[config.mk]
export PLATFORM = sky130hd
export DESIGN_NAME = i2c_iobuf_master
export DESIGN_NICKNAME = d
export VERILOG_FILES = /design/src/rtl/i2c_iobuf_master.sv
export SDC_FILE = /design/constraint.sdc
export NUM_CORES = 1
export LEC_CHECK = 0
export ABC_CLOCK_PERIOD_IN_PS = 2700
export BUFFER_PORTS_ARGS = -buffer_cell sky130_fd_sc_hd__buf_2
export CORE_MARGIN = 1.5
export CORE_UTILIZATION = 50
export DETAILED_ROUTE_END_ITERATION = 6
export PLACE_DENSITY = 0.7
export SLEW_MARGIN = 20
export SYNTH_ARGS = -nofsm -noshare
export SYNTH_HDL_FRONTEND = slang
export SYNTH_SLANG_ARGS = --single-unit
[constraint.sdc]
create_clock -name clk -period 2.7 [get_ports clk]
set_input_delay 0.27 -clock clk [delete_from_list [all_inputs] [get_ports clk]]
set_output_delay 0.27 -clock clk [all_outputs]
set_load 0.005 [all_outputs]
[src/rtl/i2c_iobuf_master.sv]
// Byte-level I2C master for open-drain IOBUF pads. It runs one START, STOP, WRITE or READ command
// at a time and lets the slave stretch the clock while SCL is released.
module i2c_iobuf_master #(
  parameter int CLK_DIV = 125
) (
  input  logic       clk,
  input  logic       reset,
  input  logic       cmd_valid,
  output logic       cmd_ready,
  input  logic [2:0] cmd,
  input  logic [7:0] wr_data,
  input  logic       rd_ack,
  output logic       rsp_valid,
  output logic [7:0] rd_data,
  output logic       ack_in,
  output logic       scl_t,
  output logic       sda_t,
  input  logic       scl_i,
  input  logic       sda_i
);
  localparam logic [11:0] CNT_LAST = 12'(CLK_DIV - 1);

  typedef enum logic [1:0] {IDLE, START, STOP, DATA} state_e;

  state_e      state_q;
  logic [1:0]  phase_q;
  logic [3:0]  bit_q;
  logic [11:0] cnt_q;
  logic        fin_q, is_rd_q, is_wr_q, rack_q, ack_q;
  logic [7:0]  wdat_q, shift_q, rd_data_q;
  logic        cmd_ready_q, rsp_valid_q, ack_in_q, scl_t_q, sda_t_q;
  logic        scl_m_q, scl_s_q, sda_m_q, sda_s_q;

  logic        scl_d, sda_d, data_bit, phase_end;
  logic [2:0]  bidx;

  assign cmd_ready = cmd_ready_q;
  assign rsp_valid = rsp_valid_q;
  assign rd_data   = rd_data_q;
  assign ack_in    = ack_in_q;
  assign scl_t     = scl_t_q;
  assign sda_t     = sda_t_q;

  always_ff @(posedge clk) begin
    if (reset) begin
      scl_m_q <= 1'b1;
      scl_s_q <= 1'b1;
      sda_m_q <= 1'b1;
      sda_s_q <= 1'b1;
    end else begin
      scl_m_q <= scl_i;
      scl_s_q <= scl_m_q;
      sda_m_q <= sda_i;
      sda_s_q <= sda_m_q;
    end
  end

  // Pin levels for the current phase. They are registered on the next edge, so the pads trail the
  // phase by one cycle. In IDLE the pins keep their last level.
  always_comb begin
    bidx     = 3'(bit_q - 4'd1);
    data_bit = 1'b1;
    if (bit_q == 4'd0)  data_bit = is_rd_q ? rack_q : 1'b1;
    else if (!is_rd_q)  data_bit = wdat_q[bidx];
    scl_d = scl_t_q;
    sda_d = sda_t_q;
    case (state_q)
      START: begin
        scl_d = (phase_q != 2'd3);
        sda_d = (phase_q < 2'd2);
      end
      STOP: begin
        scl_d = (phase_q != 2'd0);
        sda_d = (phase_q == 2'd3);
      end
      DATA: begin
        scl_d = phase_q[1];
        sda_d = data_bit;
      end
      default: ;
    endcase
    // A released-SCL phase cannot end until the synchronized line is actually high.
    phase_end = (cnt_q == CNT_LAST) && (scl_s_q || !scl_d);
  end

  always_ff @(posedge clk) begin
    if (reset) begin
      state_q     <= IDLE;
      phase_q     <= '0;
      bit_q       <= '0;
      cnt_q       <= '0;
      fin_q       <= 1'b0;
      is_rd_q     <= 1'b0;
      is_wr_q     <= 1'b0;
      rack_q      <= 1'b1;
      ack_q       <= 1'b1;
      wdat_q      <= '0;
      shift_q     <= '0;
      cmd_ready_q <= 1'b1;
      rsp_valid_q <= 1'b0;
      rd_data_q   <= '0;
      ack_in_q    <= 1'b1;
      scl_t_q     <= 1'b1;
      sda_t_q     <= 1'b1;
    end else begin
      scl_t_q     <= scl_d;
      sda_t_q     <= sda_d;
      rsp_valid_q <= 1'b0;
      if (fin_q) begin
        fin_q       <= 1'b0;
        rsp_valid_q <= 1'b1;
        cmd_ready_q <= 1'b1;
        if (is_rd_q) rd_data_q <= shift_q;
        if (is_wr_q) ack_in_q  <= ack_q;
      end
      case (state_q)
        IDLE: begin
          if (cmd_valid && cmd_ready_q) begin
            cmd_ready_q <= 1'b0;
            wdat_q      <= wr_data;
            rack_q      <= rd_ack;
            is_rd_q     <= (cmd == 3'b011);
            is_wr_q     <= (cmd == 3'b010);
            cnt_q       <= '0;
            phase_q     <= '0;
            bit_q       <= 4'd8;
            case (cmd)
              3'b000:         state_q <= START;
              3'b001:         state_q <= STOP;
              3'b010, 3'b011: state_q <= DATA;
              default:        fin_q   <= 1'b1;
            endcase
          end
        end
        default: begin
          if (phase_end) begin
            cnt_q <= '0;
            if (state_q == DATA && phase_q == 2'd2) begin
              if (bit_q == 4'd0) ack_q   <= sda_s_q;
              else               shift_q <= {shift_q[6:0], sda_s_q};
            end
            if (phase_q == 2'd3) begin
              phase_q <= '0;
              if (state_q == DATA && bit_q != 4'd0) begin
                bit_q <= bit_q - 4'd1;
              end else begin
                state_q <= IDLE;
                fin_q   <= 1'b1;
              end
            end else begin
              phase_q <= phase_q + 2'd1;
            end
          end else if (cnt_q != CNT_LAST) begin
            cnt_q <= cnt_q + 12'd1;
          end
        end
      endcase
    end
  end
endmodule

==> metrics.yaml <==
outcome: "finished, final reports clean"
drtPass1Iterations: 4
grt_pass1_vias: 2005
slowest_delay_ps: 520
met2_length_mm: 2.43
power_mw: 2.10
nets: 357
synth_cells: 306
diodes: 0
required_ps: 2960
fin_setup_tns_ps: 0
syn_nets: 330
gp_congestion: 0.841
fmax_mhz: 433
grt_setup_unrepaired: "no"
postCtsHoldBufs: 0
drt_iter0_markers: 66
vias: 2260
ys.flop_type: "dfxtp_1"
clk_path_buf_depth: 2
avgSynthCellArea_um2: 8.67
vias_per_cell: 5.54
whs_ps: 108
cts_sinks: 58
die_w_um: 75.8
worstPathArrival_ps: 2580
area_growth_pct: 15.7
final_common_cell: "dfxtp_1"
synth_edf_count: 0
track_usage_pct: 21.3
vdd_drop_max_mv: 0.427
post_cts_buffers: 0
async_flop_share_pct: 0
hpwl_mm: 3.69
cts_tree: "done"
hp-class: "input pin to register"
drt-met1-wl_mm: 2.73
min_period_ps: 2310
avgRoutedWirePerCell_um: 13.3
cp-end-kind: "register"
io_pins: 30
die_h_um: 75.8
leakagePower_nw: 1.11
grt_overflow_total: 0
yosysWarnings: 0
tightest_slew_ps: 729
clkLatencyLatePin_ps: 340
routed.top_layer: "met4"
finalWirelength_mm: 5.45
final-setup-viol-count: 0
post-route-drc-count: 0
finalCritPeriodShare_pct: 85.6
cts_resized: 0
routed-wl-met3_um: 205
hold_viol: 0
register_area_um2: 1160
drv_slew: 0
numCtsBuffers: 9
slew_headroom_pct: 51.4
post-place-cells: 392
rows: 26
crit_slowest_cell: "or4b_1"
port_buffers: 29
final_cell_mix: "dfxtp_1, nand2_1, a21oi_1"
multi_input_area_um2: 1360
synth_cell_types: 54
clk_pin_slew_ps: 70
critPathLaunchType: "register"
cap_violations: 0
critPathKind: "register to register"
cts_htree_levels: 3
cts_root_buf: "clkbuf_8"
initial_core_util_pct: 51.9
yosysSeqAreaShare_pct: 43.8
worstPathCellList: "ha_1 > and2b_1 > o21ai_2 > nand4b_4 > or4b_1 > a21oi_1"
critPathMaxFanout: 17
core_area_um2: 5110
grt_max_degree: 42
syn_area_um2: 2650
p_per_area_nw_per_um2: 683
drtAntennaViolNets: 0
grt_pass1_wl_mm: 9.07
drive_above_1_share_pct: 19.5
clock_skew_ps: 6.77
dieArea_um2: 5750
fin_util_pct: 60.1
synth-seq-cells: 58
stdcell_count: 408
nFillCells: 478
grt_antenna_before_repair: 0
==> Yosys cell counts, types with 2 or more instances <==
| cell type | instances | area share (%) |
|---|---|---|
| nor3b_1 | 2 | 0.57 |
| o21ai_0 | 15 | 2.8 |
| and2_1 | 3 | 0.71 |
| a31oi_1 | 2 | 0.47 |
| o21ai_2 | 2 | 0.66 |
| o21ai_1 | 6 | 1.1 |
| nor2_1 | 12 | 1.7 |
| a21oi_1 | 37 | 7.0 |
| a211oi_1 | 2 | 0.57 |
| o32ai_1 | 2 | 0.66 |
| or4_1 | 2 | 0.57 |
| ha_1 | 7 | 3.3 |
| and4_1 | 3 | 0.99 |
| mux4_2 | 2 | 1.7 |
| dfxtp_1 | 58 | 44 |
| nand3_1 | 19 | 3.6 |
| inv_1 | 8 | 1.1 |
| nor3_1 | 2 | 0.38 |
| or3_2 | 2 | 0.57 |
| or3_1 | 8 | 1.9 |
| o311a_1 | 2 | 0.75 |
| clkbuf_1 | 10 | 1.4 |
| o31ai_1 | 2 | 0.57 |
| nand4_1 | 13 | 3.1 |
| a41oi_1 | 2 | 0.66 |
| nand2_1 | 43 | 6.1 |
| xor2_1 | 3 | 0.99 |
| buf_6 | 4 | 1.7 |
| nor2b_1 | 5 | 1.2 |
| or2_2 | 4 | 0.94 |
==> path summary, 6_finish.rpt <==
kind,from,endpoint,slack (ps),depth (start not counted)
max,phase_q[1],bit_q[2],390,6
min,sda_i,sda_m_q,110,2
max reg2reg,phase_q[1],bit_q[2],390,6
min reg2reg,scl_m_q,scl_s_q,410,1
==> final cells by class <==
cell class              count  area share, %
well taps                  70           2.85
clock inverters             4           3.18
flip-flops and latches     58           37.8
inverters                   9           1.10
multi-input cells         222           44.3
clock buffers              12           5.06
repair buffers             33           5.71
==> flip-flops by register name, indices dropped and copies added, names as in the netlist, 2 cells and up <==
| signal | count |
|---|---|
| bit_q | 4 |
| cnt_q | 12 |
| phase_q | 2 |
| rd_data | 8 |
| shift_q | 8 |
| state_q | 2 |
| wdat_q | 8 |
==> per-stage QoR <==
| stage | worst slack, ps | cell area, um^2 |
|---|---|---|
| final | 388 | 3070 |
| after global routing | 181 | 3070 |
| after CTS | 395 | 3070 |
| after detailed placement | 420 | 2820 |
| after global placement | 488 | 2820 |
| after floorplan | 689 | 2650 |
==> cells by family after synthesis <==
family / after synthesis / share of synthesized area, %
buf+inv: 26 / 5.00
compound gates: 78 / 17.6
xor+xnor: 4 / 1.32
mux: 4 / 2.50
flops: 58 / 43.8
simple gates: 129 / 26.5
fa+ha+maj: 7 / 3.30
==> worst max-delay path: cells and delay by family, from the launching register on <==
family / cells / cell delay, ps
AND/OR/NAND/NOR: 3 / 1040
adder cells (fa/ha/maj): 1 / 270
flip-flops: 1 / 440
AO/OA/AOI/OAI: 2 / 470
==> per-layer routing <==
| layer | vias up | track usage, % |
|---|---|---|
| met1 | 1054 | 28.1 |
| met3 | 7 | 7.41 |
| li1 | 1165 | - |
| met2 | 34 | 31.2 |
| met4 | 0 | 9.72 |
| met5 | - | 0 |
==> power by group <==
group	switching (mW)	internal [mW]	total, mW
Clock	0.334	0.664	0.997
Sequential	0.0292	0.886	0.915
Combinational	0.111	0.0716	0.183
Total	0.474	1.62	2.10
Power figures use the tool's default switching activity.
